File: src/rtl/render_layer_sequencer.sv
// render_layer_sequencer
//   Frame-render sequencer. On refresh it fetches NUM_CFG config bytes from
//   VRAM over the byte-serial read bus (address high byte, then low byte,
//   then capture). It then runs the enabled draw engines in index order and
//   routes the active engine's VRAM and pixel traffic to the shared outputs.
//   Finally it requests a buffer swap and counts the completed frame.
//
// Ports
//   clk, reset                 clock, synchronous active-high reset
//   refresh                    start a frame (sampled in IDLE only)
//   rd_addr / rd_data          byte-serial VRAM read bus
//   draw, x_out, y_out, color  screen-buffer write port (active engine)
//   swap_buffer / buffer_swapped   swap request / acknowledge
//   layer_start / layer_done   per-engine run enable / finished flag
//   layer_rd_addr, layer_draw, layer_x, layer_y, layer_color
//                              per-engine buses, slice i = engine i
//   layer_rd_data              rd_data broadcast to every engine
//   cfg_out                    fetched config bytes, byte i at [8i+7:8i]
//   timeout_flags              sticky per-layer watchdog abort flags
//   frame_count                completed frames (wrapping)
//   busy                       high whenever not IDLE
module render_layer_sequencer #(
    parameter int          NUM_LAYERS    = 4,
    parameter int          NUM_CFG       = 3,
    parameter logic [15:0] CFG_BASE      = 16'hE8A5,
    parameter logic [7:0]  ALWAYS_ON     = 8'h01,
    parameter int          COORD_W       = 8,
    parameter int          COLOR_W       = 2,
    parameter int          LAYER_TIMEOUT = 65535
) (
    input  logic                          clk,
    input  logic                          reset,
    input  logic                          refresh,
    output logic [7:0]                    rd_addr,
    input  logic [7:0]                    rd_data,
    output logic                          draw,
    output logic [COORD_W-1:0]            x_out,
    output logic [COORD_W-1:0]            y_out,
    output logic [COLOR_W-1:0]            color,
    output logic                          swap_buffer,
    input  logic                          buffer_swapped,
    output logic [NUM_LAYERS-1:0]         layer_start,
    input  logic [NUM_LAYERS-1:0]         layer_done,
    input  logic [NUM_LAYERS*8-1:0]       layer_rd_addr,
    output logic [7:0]                    layer_rd_data,
    input  logic [NUM_LAYERS-1:0]         layer_draw,
    input  logic [NUM_LAYERS*COORD_W-1:0] layer_x,
    input  logic [NUM_LAYERS*COORD_W-1:0] layer_y,
    input  logic [NUM_LAYERS*COLOR_W-1:0] layer_color,
    output logic [NUM_CFG*8-1:0]          cfg_out,
    output logic [NUM_LAYERS-1:0]         timeout_flags,
    output logic [15:0]                   frame_count,
    output logic                          busy
);
    localparam int IDX_W = (NUM_LAYERS > 1) ? $clog2(NUM_LAYERS) : 1;
    // cur must be able to hold NUM_LAYERS ("past the last layer")
    localparam int CUR_W = $clog2(NUM_LAYERS + 1);
    localparam int KW    = $clog2(2 * NUM_CFG + 1);
    localparam logic [KW-1:0] K_LAST = KW'(2 * NUM_CFG);
    localparam logic [15:0] TO_LAST = 16'((LAYER_TIMEOUT > 0) ? LAYER_TIMEOUT - 1 : 0);

    typedef enum logic [2:0] {S_IDLE, S_FETCH, S_SELECT, S_LAYER, S_SWAP} state_t;

    state_t                r_state, w_next;
    logic [KW-1:0]         r_k;
    logic [NUM_CFG*8-1:0]  r_cfg;
    logic [CUR_W-1:0]      r_cur;
    logic [IDX_W-1:0]      r_idx;
    logic [15:0]           r_wd;
    logic [NUM_LAYERS-1:0] r_tflags;
    logic [15:0]           r_frame;

    logic [15:0]           w_fetch_addr;
    logic [NUM_LAYERS-1:0] w_en;
    logic                  w_sel_found;
    logic [IDX_W-1:0]      w_sel_idx;
    logic [7:0]            w_eng_addr;
    logic                  w_eng_draw;
    logic [COORD_W-1:0]    w_eng_x;
    logic [COORD_W-1:0]    w_eng_y;
    logic [COLOR_W-1:0]    w_eng_color;
    logic                  w_eng_done;
    logic                  w_timeout;

    assign w_fetch_addr  = CFG_BASE + 16'(r_k >> 1);
    assign w_en          = r_cfg[(NUM_CFG-1)*8 +: NUM_LAYERS] | ALWAYS_ON[NUM_LAYERS-1:0];
    assign layer_rd_data = rd_data;
    assign cfg_out       = r_cfg;
    assign timeout_flags = r_tflags;
    assign frame_count   = r_frame;
    assign busy          = (r_state != S_IDLE);

    // Lowest enabled layer at or above cur: scan downwards so the last hit wins.
    always_comb begin
        w_sel_found = 1'b0;
        w_sel_idx   = '0;
        for (int i = NUM_LAYERS - 1; i >= 0; i--) begin
            if (w_en[i] && (CUR_W'(i) >= r_cur)) begin
                w_sel_found = 1'b1;
                w_sel_idx   = IDX_W'(i);
            end
        end
    end

    // Active-engine mux
    always_comb begin
        w_eng_addr  = '0;
        w_eng_draw  = 1'b0;
        w_eng_x     = '0;
        w_eng_y     = '0;
        w_eng_color = '0;
        w_eng_done  = 1'b0;
        for (int i = 0; i < NUM_LAYERS; i++) begin
            if (r_idx == IDX_W'(i)) begin
                w_eng_addr  = layer_rd_addr[i*8 +: 8];
                w_eng_draw  = layer_draw[i];
                w_eng_x     = layer_x[i*COORD_W +: COORD_W];
                w_eng_y     = layer_y[i*COORD_W +: COORD_W];
                w_eng_color = layer_color[i*COLOR_W +: COLOR_W];
                w_eng_done  = layer_done[i];
            end
        end
    end

    // Done takes priority over a coincident watchdog expiry.
    assign w_timeout = (LAYER_TIMEOUT != 0) && (r_wd == TO_LAST) && !w_eng_done;

    always_comb begin
        w_next      = r_state;
        rd_addr     = '0;
        draw        = 1'b0;
        x_out       = '0;
        y_out       = '0;
        color       = '0;
        layer_start = '0;
        swap_buffer = 1'b0;
        case (r_state)
            S_IDLE: if (refresh) w_next = S_FETCH;
            S_FETCH: begin
                // even step: high address byte, odd step: low address byte
                if (r_k < K_LAST)
                    rd_addr = r_k[0] ? w_fetch_addr[7:0] : w_fetch_addr[15:8];
                if (r_k == K_LAST) w_next = S_SELECT;
            end
            S_SELECT: w_next = w_sel_found ? S_LAYER : S_SWAP;
            S_LAYER: begin
                rd_addr = w_eng_addr;
                draw    = w_eng_draw;
                x_out   = w_eng_x;
                y_out   = w_eng_y;
                color   = w_eng_color;
                if (w_eng_done || w_timeout) w_next = S_SELECT;
                else layer_start = NUM_LAYERS'(1) << r_idx;
            end
            S_SWAP: begin
                swap_buffer = 1'b1;
                if (buffer_swapped) w_next = S_IDLE;
            end
            default: w_next = S_IDLE;
        endcase
    end

    always_ff @(posedge clk) begin
        if (reset) begin
            r_state  <= S_IDLE;
            r_k      <= '0;
            r_cfg    <= '0;
            r_cur    <= '0;
            r_idx    <= '0;
            r_wd     <= '0;
            r_tflags <= '0;
            r_frame  <= '0;
        end else begin
            r_state <= w_next;
            case (r_state)
                S_IDLE: begin
                    r_k   <= '0;
                    r_cur <= '0;
                end
                S_FETCH: begin
                    r_k <= r_k + KW'(1);
                    // byte i lands two steps after its high address byte
                    for (int b = 0; b < NUM_CFG; b++)
                        if (r_k == KW'(2*b + 2)) r_cfg[b*8 +: 8] <= rd_data;
                    if (r_k == K_LAST) r_cur <= '0;
                end
                S_SELECT: begin
                    if (w_sel_found) begin
                        r_idx <= w_sel_idx;
                        r_wd  <= '0;
                    end
                end
                S_LAYER: begin
                    r_wd <= r_wd + 16'd1;
                    if (w_eng_done || w_timeout) r_cur <= CUR_W'(r_idx) + CUR_W'(1);
                    if (w_timeout) r_tflags[r_idx] <= 1'b1;
                end
                S_SWAP: if (buffer_swapped) r_frame <= r_frame + 16'd1;
                default: ;
            endcase
        end
    end
endmodule

File: config.mk
export PLATFORM = sky130hd
export DESIGN_NAME = render_layer_sequencer
export DESIGN_NICKNAME = d
export VERILOG_FILES = /design/src/rtl/render_layer_sequencer.sv
export SDC_FILE = /design/constraint.sdc
export NUM_CORES = 1
export LEC_CHECK = 0
export BUFFER_PORTS_ARGS = -buffer_cell sky130_fd_sc_hd__buf_2
export CORE_UTILIZATION = 40
export CTS_CLUSTER_SIZE = 14
export DETAILED_ROUTE_END_ITERATION = 10
export PLACE_DENSITY = 0.7
export SYNTH_ARGS = -nofsm -noshare
export SYNTH_HDL_FRONTEND = slang
export SYNTH_SLANG_ARGS = --single-unit
export TNS_END_PERCENT = 10
File: constraint.sdc
create_clock -name clk -period 3.1 [get_ports clk]
set_input_delay 0.775 -clock clk [delete_from_list [all_inputs] [get_ports clk]]
set_output_delay 0.775 -clock clk [all_outputs]
set_load 0.01 [all_outputs]
==> out/results.txt, run 1 <==
P&R area growth vs syn - 29.3%
Logic pwr share - 10.0%
GRT Overall Usage - 23.1%
M2 GR Usage - 38.9%
Port Buffer Count - 208
WL per Instance - 15.1 µm
post-synthesis compound-gate area fraction - 17.6%
sw frac - 24.7%
1st-iter DRT viols - 395
fin util - 53.1%
Setup crit end kind - primary output
final slew viol count - 0
Max stage delay on crit path - 0.43 ns
CP startpoint kind - flop
Worst path top cell family by delay - compound AO/OA/AOI/OAI gates
number of setup buffers added after CTS - 0
RSZ-0062 raised after global routing - true
Distinct cells, synth - 61
placed cell area - 5550 µm²
number of global-route vias before repair - 4350
Synth area leaders - dfxtp_1 (32%), mux2i_1 (9.2%), nor2_1 (7.6%), a21oi_1 (5.8%), ha_1 (3.4%)
Clock Sinks - 71
Final Critical Period - 2.92 ns
EDFF count, synth - 0
clk slew on worst S/H paths - 0.07 ns
final hold violation count - 0
Max Cap Viol - 0
worst rel slew slack - 55.5%
CTS Buf Count - 9
Die X - 108 µm
maximum vdd drop - 0.000248 V
share of cells above drive strength 1 - 34.4%
switching power - 455 µW
clock root buffer - clkbuf_8
cells after synthesis - 561
class of the worst hold path - reg2reg
site row count - 38
Reg power frac - 50.0%
H-tree depth - 3
Via-to-Cell Ratio - 5.36
Syn Nets - 697
Slew @ Worst Pin - 0.665 ns
# resized after CTS - 0
top-area cell type share of the netlist area - 31.9%
main combinational cell family by area after synthesis - simple AND/OR/NAND/NOR gates
worst path arrival time - 2.15 ns
adder-cell share of the synthesized area - 3.37%
largest net degree at the start of global routing - 34
sequential share of the synthesized area - 31.9%
flops & latches, synth - 71
Final Cell Area - 5760 µm²
Die Ht - 108 µm
Final setup violation count - 0
initial antenna violation count - 0
Main synth FF type - dfxtp_1
Leak Pwr - 2.59 nW
Avg Inst Size Synth - 7.94 µm²
Int Power - 1.38 mW
Final Hold Slack - 0.482 ns
Mapped Area - 4460 µm²
fmax - 0.342 GHz
Pwr Total - 1.84 mW
CP required - 2.32 ns
Final HPWL DP - 10300 µm
Async SR Flop Fraction - 0%
Core Box Area - 10800 µm²
antenna-violating nets left - 0
reg2reg setup slack - 0.92 ns
GPL Wtd Cong - 0.853
vias - 4784
TritonRoute pass-1 iters - 5
Clk pwr share - 40.0%
Worst Clk Skew - 0.00777 ns
Die ar. - 11600 µm²
Period Utilization, post-route - 94.2%
WP buf/inv - 2
slowest CP cell - a211oi_2
worst-path maximum fanout - 5
placed cell count - 876
routing usage on met3 - 3.93%
Syn. warnings - 0
met1 usage - 29.6%
post-synthesis mux area share - 9.46%
global-route wire length before repair - 21300 µm
Ports - 209
CTS tree - built
WS Path Type - reg2out
Initial Utilization - 41.1%
Synth area leader - dfxtp_1
CTS Hold Bufs - 0
XOR/XNOR share of the synthesized area - 3.15%
Final #Nets - 883
Synth Area in Simple Gates - 28.8%
worst path cell trace - inv_1, ha_1, nand3b_1, a211oi_2, a311oi_4, and2_1, buf_2
outcome - complete, no violations
Bufs on Longest Clock Path - 2
pwr/cell area - 319 nW/µm²
gr busiest metal - met2
Final Non-Filler Cells - 892
n_diodes - 0
detailed-route wire length - 13400 µm
Clk Latency, worst-skew pair - 0.34 ns
GRT overflow - 0
DR DRC count - 0
## sequential cells by signal (all words and copies together) (netlist names)
| signal | count |
|---|---|
| r_cur | 3 |
| r_state | 3 |
| r_k | 3 |
| r_idx | 2 |
| cfg_out | 24 |
| r_wd | 16 |
| frame_count | 16 |
| timeout_flags | 4 |
## cell type report
cell class	instances	area, µm²
clock buffer	10	128
clock inverter	6	70.1
fill	1036	5080
inverter	10	37.5
multi-input combinational	435	2790
sequential	71	1420
tap	140	175
timing repair buffer	220	1130
## per-stage QoR
stage | setup TNS (ns) | worst slack, ns
3_3_place_gp | 0 | 0.301
4_1_cts | 0 | 0.103
2_1_floorplan | 0 | 0.698
5_1_grt | -0.00334 | -0.00194
3_5_place_dp | 0 | 0.256
6_report | 0 | 0.179
## per-layer routing
layer	wire length [µm]	vias up	part of all wire [%]
li1	-	2360	-
met1	6010	2210	45
met2	6300	195	47
met3	914	19	6.8
met4	220	0	1.6
met5	0	-	0
## power by group through the flow
stage          clock network [mW]  logic [mW]  registers (mW)
5_1_grt                     0.791       0.203           0.919
3_3_place_gp                    0       0.178           0.940
6_report                    0.736       0.184           0.919
4_1_cts                     0.754       0.183           0.919
2_1_floorplan                   0      0.0832           0.937
3_5_place_dp                    0       0.182           0.940
## layout by cell type, fill, tap and decap left out, types with 4 or more instances in the layout
cell type | Yosys | final
a21oi_1 | 52 | 52
a221oi_1 | 5 | 5
a22oi_1 | 5 | 5
a31oi_1 | 9 | 9
and2_1 | 7 | 7
and3_1 | 4 | 4
and3b_1 | 15 | 15
buf_2 | 7 | 208
buf_4 | 9 | 11
clkbuf_8 | 0 | 9
dfxtp_1 | 71 | 71
ha_1 | 12 | 10
inv_1 | 10 | 10
mux2i_1 | 41 | 41
nand2_1 | 34 | 34
nand2b_1 | 4 | 4
nand3_1 | 19 | 19
nand4_1 | 8 | 8
nor2_1 | 90 | 90
nor2b_1 | 7 | 7
nor3_1 | 15 | 15
o211ai_1 | 4 | 4
o21ai_0 | 28 | 28
o21ai_1 | 4 | 4
or3_1 | 7 | 7
xnor2_1 | 7 | 7
xor2_1 | 9 | 9
## cells in the mapped netlist, drive strengths merged (2+ instances only)
cell type and n:
nor2 94, dfxtp 71, a21oi 52, mux2i 41
nand2 34, o21ai 32, clkbuf 25, buf 20
nand3 19, nor3 16, and3b 15, ha 12
a31oi 10, inv 10, nand4 10, xor2 9
or3 8, and2 7, nor2b 7, xnor2 7
a221oi 5, a22oi 5, and3 4, and4 4
nand2b 4, nand3b 4, o211ai 4, a211oi 3
a22o 3, a32oi 3, nor3b 3, o21a 3
or2 3, a311oi 2, nand4b 2
## path summary, 6_finish.rpt
kind / cells past startpoint / startpoint / endpoint
worst max-delay path: 7 / r_idx[1] / layer_start[3]
worst min-delay path: 2 / timeout_flags[3] / timeout_flags[3]
worst max register to register: 8 / r_idx[1] / r_cur[1]
worst min register to register: 2 / timeout_flags[3] / timeout_flags[3]
## worst min-delay path, delay by kind of cell (launching register included)
| kind | cells | cell delay (ns) |
|---|---|---|
| AO/OA/AOI/OAI | 1 | 0.04 |
| flip-flops | 1 | 0.33 |
| AND/OR/NAND/NOR | 1 | 0.08 |
## kinds of logic after synthesis
family / count (synthesis)
AND/OR/NAND/NOR: 239
multiplexers: 42
adder cells (fa/ha/maj): 12
XOR/XNOR: 16
buffers and inverters: 55
AO/OA/AOI/OAI: 126
flip-flops: 71
(Power assumes the default switching activity.)
==> inputs of run 2 (changes only) <==
--- a/config.mk
+++ b/config.mk
@@ -5,11 +5,14 @@
 export SDC_FILE = /design/constraint.sdc
 export NUM_CORES = 1
 export LEC_CHECK = 0
+export ABC_CLOCK_PERIOD_IN_PS = 3100
 export BUFFER_PORTS_ARGS = -buffer_cell sky130_fd_sc_hd__buf_2
-export CORE_UTILIZATION = 40
+export CELL_PAD_IN_SITES_DETAIL_PLACEMENT = 1
+export CELL_PAD_IN_SITES_GLOBAL_PLACEMENT = 1
+export CORE_UTILIZATION = 36
 export CTS_CLUSTER_SIZE = 14
 export DETAILED_ROUTE_END_ITERATION = 10
-export PLACE_DENSITY = 0.7
+export PLACE_DENSITY_LB_ADDON = 0.1
 export SYNTH_ARGS = -nofsm -noshare
 export SYNTH_HDL_FRONTEND = slang
 export SYNTH_SLANG_ARGS = --single-unit
==> out/results.txt, run 2 (same netlist as run 1, synthesis figures left out) <==
placed cell area - 5600 µm² (+0.90%)
Slew @ Worst Pin - 0.688 ns (+0.0229 ns)
cell count of the worst reg-to-reg path - 6 (-2)
GRT Overall Usage - 24.1% (+0.92 points)
crit path launch - r_idx[1]
class of the worst hold path - reg2reg
reg2reg setup slack - 0.99 ns (+0.07 ns)
initial antenna violation count - 0 (unchanged)
Worst path top cell family by delay - buffers and inverters
DR DRC count - 0 (unchanged)
Final Cell Area - 5950 µm² (+3.4%)
site row count - 40 (+5.3%)
largest net degree at the start of global routing - 52 (+53%)
most common cell after layout, fill and taps aside - buf_2
Core Box Area - 12100 µm² (+11%)
Final HPWL DP - 11800 µm (+15%)
Worst Clk Skew - 0.00581 ns (-0.00196 ns)
Via-to-Cell Ratio - 5.23 (-2.4%)
n_diodes - 0 (unchanged)
register area - 1420 µm² (about the same)
Leak Pwr - 2.66 nW (+2.9%)
number of setup buffers added after CTS - 0 (unchanged)
GRT overflow - 0 (unchanged)
CTS Buf Count - 9 (unchanged)
final hold violation count - 0 (unchanged)
worst rel slew slack - 53.9% (-1.5 points)
clk slew on worst S/H paths - 0.06 ns (about the same)
Initial Utilization - 36.9% (-4.2 points)
worst path cell trace - inv_1, ha_4, buf_8, nor2b_1, buf_4, a221oi_1, nor3_1, a21oi_1, nor2_1, buf_2
Setup crit end kind - primary output
maximum vdd drop - 0.000290 V (+17%)
slowest CP cell - dfxtp_1
1st-iter DRT viols - 225 (-43%)
number of global-route vias before repair - 4806 (+10%)
Final #Nets - 885 (+0.23%)
CP required - 2.32 ns (about the same)
final slew viol count - 0 (unchanged)
RSZ-0062 raised after global routing - false
CP startpoint kind - flop
Clk Latency, worst-skew pair - 0.33 ns (about the same)
Period Utilization, post-route - 94.8% (+0.59 points)
vias - 4824 (+0.84%)
H-tree depth - 3 (unchanged)
Bufs on Longest Clock Path - 2 (unchanged)
placed cell count - 906 (+3.4%)
pwr/cell area - 372 nW/µm² (+17%)
worst-path maximum fanout - 32 (+27)
most frequent cells in the layout - buf_2 (208), nor2_1 (89), dfxtp_1 (70)
WP buf/inv - 4 (+2)
Ports - 209 (unchanged)
CTS tree - built
Max stage delay on crit path - 0.35 ns (-0.08 ns)
fmax - 0.340 GHz (-0.62%)
Final Critical Period - 2.94 ns (+0.0182 ns)
share of cells above drive strength 1 - 35.3% (+0.84 points)
reg2reg start - r_state[0]
Port Buffer Count - 208 (unchanged)
Die ar. - 12800 µm² (+11%)
Max Cap Viol - 0 (unchanged)
CP endpoint - x_out[7]
TritonRoute pass-1 iters - 4 (-1)
Final setup violation count - 0 (unchanged)
max reg flops - 24 (unchanged)
WL per Instance - 16.7 µm (+11%)
antenna-violating nets left - 0 (unchanged)
Clock Sinks - 71 (unchanged)
worst path arrival time - 2.16 ns (about the same)
detailed-route wire length - 15400 µm (+15%)
WS Path Type - reg2out
Final Non-Filler Cells - 922 (+3.4%)
outcome - complete, no violations
Fillers - 1536 (+48%)
area taken by multi-input logic gates - 2810 µm² (+0.45%)
sum of negative setup slack - 0 ns (unchanged)
P&R area growth vs syn - 33.6%
clock root buffer - clkbuf_16
global-route wire length before repair - 24600 µm (+15%)
Die X - 113 µm (+5.3%)
Die Ht - 113 µm (+5.3%)
GPL Wtd Cong - 0.804 (-5.7%)
Levels on crit path - 10 (+3)
R2R Path End - r_wd[15]
-- run 2: cell count changes in the layout (fill, tap and decap cells not counted), sizes merged --
cell	change
buf	+2
bufinv	+1
clkbuf	-1
clkinv	+1
clkinvlp	-2
inv	+1
-- run 2: worst reg2reg max path: cells and delay by family (launching register included) --
family / cells / cell delay (ns)
DFF: 1 / 0.59
buffers and inverters: 2 / 0.45
and+or+nand+nor: 3 / 0.86
AOI/OAI and AO/OA: 1 / 0.14
-- run 2: how the worst min path moves through the flow --
stage	from	endpoint	slack, ns	cells past startpoint
final	timeout_flags[2]	timeout_flags[2]	0.48	2
after global routing	timeout_flags[0]	timeout_flags[0]	0.53	2
after CTS	timeout_flags[2]	timeout_flags[2]	0.49	2
after detailed placement	timeout_flags[2]	timeout_flags[2]	0.48	2
after global placement	timeout_flags[1]	timeout_flags[1]	0.45	2
after floorplan	r_wd[13]	r_wd[13]	0.46	2
-- run 2: per-stage QoR --
step | util [%] | worst slack, ns | hold slack (ns) | total power, mW
3_3_place_gp | 46.4 | 0.364 | 0.446 | 1.12
6_report | 49.4 | 0.161 | 0.482 | 2.22
3_5_place_dp | 46.4 | 0.269 | 0.479 | 1.12
2_1_floorplan | - | 0.698 | 0.458 | 1.02
4_1_cts | 49.1 | 0.0633 | 0.492 | 2.24
5_1_grt | 49.4 | 0.0104 | 0.534 | 2.30
-- run 2: per-layer routing --
metal,track usage (%),share of wire [%],vias to the layer above
met5,0,0,-
met4,7.11,1.6,0
met2,43.1,50,144
met1,28.5,43,2308
met3,5.46,5.8,18
li1,-,-,2354
-- run 2: repair_timing --
item,CTS,global route
setup endpoints to repair,6,15
gates resized for setup,2,7
hold buffers,0,0
gates cloned,0,0
-- run 2: layout make-up --
class                      count  area share, %
clock inverter                 7           1.60
inverter                      10          0.630
sequential                    71           23.9
multi-input combinational    435           47.1
timing repair buffer         222           19.4
clock buffer                   9           3.78
tap                          168           3.53
-- run 2: where the power goes --
group          internal [mW]  switching, mW  total [mW]
Combinational         0.0955         0.0900       0.186
Clock                  0.707          0.405        1.11
Sequential             0.915        0.00518       0.920
==> inputs of run 3 (changes only) <==
--- a/config.mk
+++ b/config.mk
@@ -5,11 +5,11 @@
 export SDC_FILE = /design/constraint.sdc
 export NUM_CORES = 1
 export LEC_CHECK = 0
-export ABC_CLOCK_PERIOD_IN_PS = 3100
+export ABC_CLOCK_PERIOD_IN_PS = 3050
 export BUFFER_PORTS_ARGS = -buffer_cell sky130_fd_sc_hd__buf_2
 export CELL_PAD_IN_SITES_DETAIL_PLACEMENT = 1
 export CELL_PAD_IN_SITES_GLOBAL_PLACEMENT = 1
-export CORE_UTILIZATION = 36
+export CORE_UTILIZATION = 33
 export CTS_CLUSTER_SIZE = 14
 export DETAILED_ROUTE_END_ITERATION = 10
 export PLACE_DENSITY_LB_ADDON = 0.1
==> constraint.sdc (replaced) <==
create_clock -name clk -period 3.05 [get_ports clk]
set_input_delay 0.7625 -clock clk [delete_from_list [all_inputs] [get_ports clk]]
set_output_delay 0.7625 -clock clk [all_outputs]
set_load 0.01 [all_outputs]
==> out/results.txt, run 3 (same netlist as run 1, synthesis figures left out) <==
outcome - complete, no violations
Port Buffer Count - 208 (unchanged)
CTS tree - built
largest net degree at the start of global routing - 51 (-1.9%)
TritonRoute pass-1 iters - 4 (unchanged)
worst-path maximum fanout - 16 (-50%)
pwr/cell area - 368 nW/µm² (-1.3%)
share of cells above drive strength 1 - 35.4% (+0.17 points)
gr busiest metal - met2
WS Path Type - reg2out
most common cell after layout, fill and taps aside - buf_2
fin util - 45.2% (-4.2 points)
Bufs on Longest Clock Path - 2 (unchanged)
Setup crit end kind - primary output
class of the worst hold path - reg2reg
M2 GR Usage - 38.2% (-4.9 points)
global-route wire length before repair - 24300 µm (-1.3%)
maximum vdd drop - 0.000247 V (-15%)
worst rel slew slack - 54.8% (+0.85 points)
Period Utilization, post-route - 95.8%
n_diodes - 0 (unchanged)
Pwr Total - 2.19 mW (-1.2%)
Initial Utilization - 33.8% (-3.2 points)
most frequent cells in the layout - buf_2 (208), nor2_1 (89), dfxtp_1 (70)
Final Critical Period - 2.92 ns
number of global-route vias before repair - 4827 (+0.44%)
routing usage on met3 - 3.72% (-1.7 points)
P&R area growth vs syn - 33.8%
Die ar. - 14000 µm² (+8.9%)
register area - 1420 µm² (unchanged)
Clk Latency, worst-skew pair - 0.34 ns (about the same)
# resized after CTS - 1 (-1)
CP required - 2.29 ns (-0.03 ns)
initial antenna violation count - 0 (unchanged)
Max Cap Viol - 0 (unchanged)
CP startpoint kind - flop
1st-iter DRT viols - 127 (-44%)
vias - 4776 (-1.0%)
final slew viol count - 0 (unchanged)
H-tree depth - 3 (unchanged)
Leak Pwr - 2.67 nW (+0.14%)
GRT Overall Usage - 21.5% (-2.6 points)
Worst Clk Skew - 0.0105 ns (+0.00468 ns)
Final setup violation count - 0 (unchanged)
Ports - 209 (unchanged)
DR DRC count - 0 (unchanged)
GRT overflow - 0 (unchanged)
antenna-violating nets left - 0 (unchanged)
Clock Sinks - 71 (unchanged)
Die X - 118 µm (+4.4%)
final hold violation count - 0 (unchanged)
WL per Instance - 16.0 µm (-4.0%)
area taken by multi-input logic gates - 2810 µm² (about the same)
worst path arrival time - 2.16 ns (about the same)
number of setup buffers added after CTS - 0 (unchanged)
Final #Nets - 887 (+0.23%)
Final HPWL DP - 11600 µm (-1.7%)
Via-to-Cell Ratio - 5.12 (-2.1%)
site row count - 42 (+5.0%)
max reg flops - 24 (unchanged)
RSZ-0062 raised after global routing - true
Fillers - 1663 (+8.3%)
Die Ht - 118 µm (+4.4%)
met1 usage - 26.0% (-2.5 points)
Slew @ Worst Pin - 0.675 ns (-0.0127 ns)
fmax - 0.342 GHz
CTS Buf Count - 9 (unchanged)
GPL Wtd Cong - 0.834 (+3.7%)
CTS Hold Bufs - 0 (unchanged)
clock root buffer - clkbuf_16
detailed-route wire length - 15000 µm (-2.9%)
Core Box Area - 13200 µm² (+9.4%)
clk slew on worst S/H paths - 0.06 ns (about the same)
==> run 3: power by group <==
group          switching [mW]  total [mW]  internal [mW]  leakage [nW]
combinational          0.0907       0.188         0.0970          1.95
sequential            0.00599       0.936          0.930         0.573
clock                   0.426        1.07          0.641         0.147
==> run 3: area by class of cell <==
| type | instances | area share, % |
|---|---|---|
| Multi-Input combinational cell | 435 | 47.1 |
| Sequential cell | 71 | 23.9 |
| Timing Repair Buffer | 224 | 19.6 |
| Clock buffer | 9 | 3.78 |
| Tap cell | 176 | 3.69 |
| Clock inverter | 7 | 1.30 |
| Inverter | 10 | 0.630 |
==> run 3: path summary, 6_finish.rpt <==
kind,start,end,slack (ns),cells after the start
hold / removal,timeout_flags[0],timeout_flags[0],0.47,2
setup reg to reg,r_state[0],r_wd[9],0.91,6
setup / recovery,r_state[0],layer_start[3],0.13,5
hold reg to reg,timeout_flags[0],timeout_flags[0],0.47,2
==> run 3: metal layers <==
layer	up-vias	share of wire, %
met1	2251	44
met4	0	1.9
met3	21	4.8
met2	145	50
li1	2359	-
met5	-	0
==> run 3: worst max-delay path, stage by stage, from the launching register on <==
cell	delay (ns)
dfxtp_1	0.64
nand3b_4	0.31
a311oi_2	0.39
buf_4	0.21
and2_1	0.13
buf_2	0.12
==> run 3: stage by stage <==
step | area (µm²) | hold WS (ns) | setup WS, ns | TNS, ns | instances
floorplan | 4460 | 0.458 | 0.664 | 0 | 561
global route | 5960 | 0.504 | -0.0213 | -0.0487 | 932
global placement | 5620 | 0.453 | 0.392 | 0 | 916
detailed placement | 5620 | 0.453 | 0.271 | 0 | 916
CTS | 5930 | 0.468 | 0.0407 | 0 | 932
finish | 5960 | 0.467 | 0.128 | 0 | 932
